===== config.mk =====
export PLATFORM = sky130hd
export DESIGN_NAME = les_decrypt
export DESIGN_NICKNAME = d
export VERILOG_FILES = /design/src/rtl/les_pkg.sv /design/src/rtl/les_round.sv /design/src/rtl/les_decrypt.sv
export SDC_FILE = /design/constraint.sdc
export NUM_CORES = 1
export LEC_CHECK = 0
export BUFFER_PORTS_ARGS = -buffer_cell sky130_fd_sc_hd__buf_2
export CAP_MARGIN = 40
export CORE_ASPECT_RATIO = 0.5
export CORE_MARGIN = 2
export CORE_UTILIZATION = 61
export DETAILED_ROUTE_END_ITERATION = 6
export PLACE_DENSITY = 0.86
export SLEW_MARGIN = 20
export SYNTH_ARGS = -nofsm -noshare
export SYNTH_HDL_FRONTEND = slang
export SYNTH_SLANG_ARGS = --single-unit

===== constraint.sdc =====
create_clock -name clk -period 4.36 [get_ports clk]
set_input_delay 0.218 -clock clk [delete_from_list [all_inputs] [get_ports clk]]
set_output_delay 0.218 -clock clk [all_outputs]
set_load 0.01 [all_outputs]

===== src/rtl/les_pkg.sv =====
// rtl/les_pkg.sv - shared LES cipher constants, round key and round function
package les_pkg;

  localparam int          LES_ROUNDS = 8;
  localparam logic [31:0] LES_KEY    = 32'hACE1_0F0F;

  typedef enum logic {
    ST_IDLE = 1'b0,
    ST_RUN  = 1'b1
  } les_state_t;

  function automatic logic [15:0] les_round_key(input logic [31:0] key, input logic [3:0] i);
    logic [15:0] half;
    half = i[0] ? key[15:0] : key[31:16];
    return half ^ {12'b0, i};
  endfunction

  function automatic logic [15:0] les_f(input logic [15:0] r, input logic [15:0] k);
    logic [15:0] rotl3;
    logic [15:0] rotr5;
    rotl3 = {r[12:0], r[15:13]};
    rotr5 = {r[4:0], r[15:5]};
    return (rotl3 ^ k) + rotr5;
  endfunction

endpackage


===== src/rtl/les_round.sv =====
// rtl/les_round.sv - one combinational LES decrypt round
module les_round
  import les_pkg::*;
(
  input  logic [15:0] l,
  input  logic [15:0] r,
  input  logic [15:0] k,
  output logic [15:0] l_next,
  output logic [15:0] r_next
);

  assign r_next = l;
  assign l_next = r ^ les_f(l, k);

endmodule


===== src/rtl/les_decrypt.sv =====
// rtl/les_decrypt.sv - iterative LES decryptor, one reverse round per clock
module les_decrypt
  import les_pkg::*;
#(
  parameter int          ROUNDS = LES_ROUNDS,
  parameter logic [31:0] KEY    = LES_KEY
) (
  input  logic        clk,
  input  logic        resetn,
  input  logic        clr,
  input  logic        start,
  input  logic [31:0] cipher_in,
  output logic [31:0] text_out,
  output logic        busy,
  output logic        done
);

  les_state_t  state;
  logic [3:0]  idx;
  logic [15:0] l, r, k, l_next, r_next;

  assign k = les_round_key(KEY, idx);

  les_round u_round (
    .l      (l),
    .r      (r),
    .k      (k),
    .l_next (l_next),
    .r_next (r_next)
  );

  always_ff @(posedge clk or negedge resetn) begin
    if (!resetn) begin
      state    <= ST_IDLE;
      idx      <= '0;
      l        <= '0;
      r        <= '0;
      text_out <= '0;
      busy     <= 1'b0;
      done     <= 1'b0;
    end else begin
      done <= 1'b0;
      if (clr) begin
        state    <= ST_IDLE;
        busy     <= 1'b0;
        text_out <= '0;
      end else begin
        case (state)
          ST_IDLE: begin
            if (start) begin
              l     <= cipher_in[31:16];
              r     <= cipher_in[15:0];
              idx   <= 4'(ROUNDS - 1);
              busy  <= 1'b1;
              state <= ST_RUN;
            end
          end
          ST_RUN: begin
            l   <= l_next;
            r   <= r_next;
            idx <= idx - 4'd1;
            // Round 0 is the last one applied; its output is the plaintext.
            if (idx == 4'd0) begin
              text_out <= {l_next, r_next};
              done     <= 1'b1;
              busy     <= 1'b0;
              state    <= ST_IDLE;
            end
          end
          default: state <= ST_IDLE;
        endcase
      end
    end
  end

endmodule

# Yosys cells after proc, flatten, opt, wreduce, memory -nomap -nowiden

Cells that the tools add are included.

Add/sub/neg operators: 2
Reductions and logical operators: 6
Bitwise operators: 5
Eq/ne operators: 3
Muxes and demuxes: 21

Operators with widths:

| operator                                                                 | count |
|---|---|
| 32-bit 2-to-1 mux                                                        | 3 |
| 16-bit one-hot mux with 2 select lines                                   | 2 |
| 16-bit 2-to-1 mux                                                        | 3 |
| 16-bit bitwise XOR                                                       | 2 |
| 16-bit adder                                                             | 1 |
| 16-bit by 4-bit bitwise XOR with 16-bit output                           | 1 |
| 1-bit 2-to-1 mux                                                         | 9 |
| 4-bit one-hot mux with 2 select lines                                    | 1 |
| 2-bit AND reduction                                                      | 3 |
| 4-bit logical NOT                                                        | 1 |
| 4-bit 2-to-1 mux                                                         | 1 |
| 1-bit one-hot mux with 2 select lines                                    | 2 |
| 2-bit nonzero test                                                       | 2 |
| 4-bit by 1-bit subtractor with 4-bit output (second input constant)      | 1 |
| 3-bit by 2-bit inequality test with 1-bit output (second input constant) | 1 |
| 3-bit inequality test (second input constant)                            | 1 |
| 2-bit inequality test (second input constant)                            | 1 |
| 1-bit NOT                                                                | 2 |

Bits of input ports: 36
Output and inout bits: 34
Register bits after elaboration: 71
Logic and storage cells: 44

# Depth between registers and ports, before layout

Depth after elaboration: 8
Mapped depth: 12
Mapped depth without buffers: 11

# By module

A second synthesis with hierarchy kept.

Cells, all modules: 385
Area total of the unflattened synthesis: 4150.2 µm²

Modules (own cells, without submodules):

| module      | cells an instance | area an instance (µm²) | seq. area each (µm²) | instances |
|---|---|---|---|---|
| les_decrypt | 243               | 2950.3                 | 1776.7               | 1 |
| les_round   | 142               | 1199.9                 | 0.0                  | 1 |

# Worst setup path after synthesis

No wires, ideal clock.

Kind: register to register
From: register idx[0]
To: register l[14]
Buffers on the path: 1
Setup slack: 1.400 ns
Data required time: 4.283 ns
Stages on the path, launching flop included: 13
Library setup time: 0.077 ns
Arrival: 2.883 ns
Period minus slack after synthesis: 2.960 ns
Cells stage by stage: dfrtp_1 -> buf_1 -> inv_1 -> ha_1 -> xor2_1 -> inv_1 -> fa_1 -> nand3b_1 -> nand2_1 -> a31oi_1 -> o21ai_1 -> mux2_2 -> o21ai_1

Longest elaborated chain between the ends: 6

RTL lines:

| element                                          | RTL line          | source |
|---|---|---|
| from (decl)                                      | les_decrypt.sv:19 | `logic [3:0] idx;` |
| from (signal assigned)                           | les_decrypt.sv:53 | `idx <= 4'(ROUNDS - 1);` |
| from (signal assigned)                           | les_decrypt.sv:61 | `idx <= idx - 4'd1;` |
| 16-bit 2-to-1 mux                                | les_pkg.sv:14     | `half = i[0] ? key[15:0] : key[31:16];` |
| 16-bit by 4-bit bitwise XOR with 16-bit output * | les_pkg.sv:15     | `return half ^ {12'b0, i};` |
| 16-bit bitwise XOR *                             | les_pkg.sv:23     | `return (rotl3 ^ k) + rotr5;` |
| 16-bit adder *                                   | les_pkg.sv:23     |  |
| 16-bit bitwise XOR *                             | les_round.sv:13   | `assign l_next = r ^ les_f(l, k);` |
| 16-bit one-hot mux with 2 select lines *         | les_decrypt.sv:48 | `case (state)` |
| to (signal assigned)                             | les_decrypt.sv:51 | `l <= cipher_in[31:16];` |
| to (signal assigned)                             | les_decrypt.sv:59 | `l <= l_next;` |
| to (decl)                                        | les_decrypt.sv:20 | `logic [15:0] l, r, k, l_next, r_next;` |

Every way passes the cells marked *; elsewhere a longest branch is shown, timed or not.
A chain may end at the register's enable or synchronous reset.

# Worst setup path after layout

Same ends and word-level chain as after synthesis.

==> results.cfg <==
[run_status]
outcome = finished, final reports clean

[clocking]
clockRootBuffer = clkbuf_16
cts_sinks = 71
clk_path_buf_depth = 2
clk_pin_slew_ns = 0.06
cts_tree = done
cts_buffers = 9
clock_latency_ns = 0.32
htreeDepth = 3

[sta]
finalHoldViolCount = 0
setup_viol = 0
slew_headroom = 0.462
finalSetupTns_ns = 0
drv_slew = 0
finalClockSkew_ns = 0.00527
fin_crit_ns = 3.29
worst_pin_slew_ns = 0.807
fmax_mhz = 304
rsz0062_at_grt = false
finalCritPeriodShare = 0.754

[critical_path]
rr_startpoint = idx[0]
critPathRequiredTime_ns = 4.61
crit_start = idx[0]
cp-end-kind = register
crit_fanout = 13
crit_arrival_ns = 3.54
critPathLaunchType = register
path_class = register to register

[detailed_routing]
initialDrtViolationCount = 309
detail-route-antenna-nets = 0
vias = 3591
firstDrtPassIters = 5
wl_per_cell_um = 17.9
remaining_drc_errors = 0
drt-total-wl_um = 10900
vias_per_cell = 5.92

[logic_synthesis]
synthesis.nets = 504
ys_top_cells_by_area = dfrtp_1 43%, nand2_1 7.0%, xnor2_1 6.4%
synth_edf_count = 0
synth.largest_area_cell = dfrtp_1
avgSynthCellArea_um2 = 9.11
synth_common_cells = 77 x nand2_1, 71 x dfrtp_1, 43 x o21ai_0
ys_seq_area_frac = 0.433
yosys_most_used_dff = dfrtp_1
yosysUniqueCellTypes = 47
synthArstFlopShare = 1.00
ys_warn_count = 0
yosysMostFrequentCell = nand2_1
synth_top_area_frac = 0.433
synth_cells = 451
ys_seq_elements = 71
synth_area_mm2 = 0.00411

[finish]
fillCellCount = 482
drive_above_1_share = 0.194
diodes = 0
area_delta_synth_final_pct = 18.6
nNetsFinal = 564

[pwr]
power_density_mw_per_mm2 = 844
p_leak_uw = 0.00228
vdd_ir_drop_max_mv = 0.388
power_uw = 4110

[grt]
antenna_found_initial = 0
grt_pass1_wl_um = 17300
grt_start_max_net_pins = 44
grt_pass1_vias = 3344
grt_usage = 0.311
overflow = 0

[placed_design]
place.gp.congestion = 0.962
dp_hpwl_um = 7530
io_buffers = 69

[floorplan]
die_area_mm2 = 0.00744
die_w_um = 120
placementRows = 21
io_pins = 70
core_mm2 = 0.00660
die_y_um = 62.0
initial_core_util = 0.623

[worst_hold_path]
min_from = cipher_in[25]
hold_class = input port to register

[job]
drv_cap = 0
==> final timing paths <==
path	to	slack, ns	cells after the start
worst min register to register	r[1]	0.50	2
worst max register to register	l[14]	1.07	11
worst min-delay path	l[9]	0.16	3
min in group asynchronous	text_out[20]	0.26	2
max in group asynchronous	text_out[14]	3.19	4
worst max-delay path	l[14]	1.07	11
==> what timing repair did <==
action                    in CTS  in global routing
resized for setup              0                  0
buffers inserted               0                  0
hold endpoints to repair      15                  0
hold buffers                   1                  0
==> cells by family after synthesis <==
kind of cell	synth area share
mux	0.0491
buf+inv	0.0360
compound gates	0.193
xor+xnor	0.0874
simple gates	0.148
fa+ha+maj	0.0536
flops	0.433
==> sequential cells by signal (all words and copies together), names as in the netlist <==
signal,count
busy,1
done,1
idx,4
l,16
r,16
state,1
text_out,32
==> worst max-delay path, cell delays in order, from the launching register on <==
cell,delay [ns]
dfrtp_1,0.69
inv_1,0.10
ha_1,0.33
xor2_1,0.22
inv_1,0.11
fa_1,0.44
nand3b_1,0.21
nand2_1,0.11
a31oi_1,0.17
o21ai_1,0.32
mux2_2,0.38
o21ai_1,0.13
==> routing by layer <==
layer / part of all wire / up-vias / global-route usage
met3: 0.085 / 23 / 0.0757
met5: 0 / - / 0
met1: 0.44 / 1702 / 0.428
met4: 0.018 / 0 / 0.0941
li1: - / 1700 / -
met2: 0.45 / 166 / 0.502
==> area by class of cell <==
cell class | count | area (um2) | share of cell area
Timing Repair Buffer | 75 | 425 | 0.0873
Clock inverter | 3 | 65.1 | 0.0134
Inverter | 9 | 33.8 | 0.00694
Clock buffer | 12 | 267 | 0.0547
Tap cell | 92 | 115 | 0.0236
Sequential cell | 71 | 1780 | 0.365
Multi-Input combinational cell | 345 | 2190 | 0.449
==> report_power, final <==
| group | total, uW | leakage (uW) | switching (uW) | internal (uW) |
|---|---|---|---|---|
| clock network | 799 | 0.000165 | 256 | 543 |
| registers | 1020 | 0.000924 | 243 | 779 |
| logic | 2290 | 0.00119 | 1350 | 939 |
==> placed cells by master (no fill, tap or decap), types with 11 or more instances in the layout <==
cell / count
a211oi_1: 12
a21oi_1: 33
buf_2: 69
dfrtp_1: 71
ha_1: 16
mux2i_1: 19
nand2_1: 77
nor2_1: 29
o21ai_0: 43
xnor2_1: 30
xor2_1: 11
==> metrics by stage <==
stage,cell area (um2),hold WS [ns],setup slack (ns),instances,util
final,4870,0.158,1.07,607,0.739
after CTS,4850,0.160,1.11,606,0.736
after floorplan,4110,-0.0776,1.40,451,-
after global placement,4480,0.334,1.41,589,0.680
after detailed placement,4510,0.338,1.23,590,0.684
after global routing,4870,0.192,0.877,607,0.739
Power figures use the tool's default switching activity.
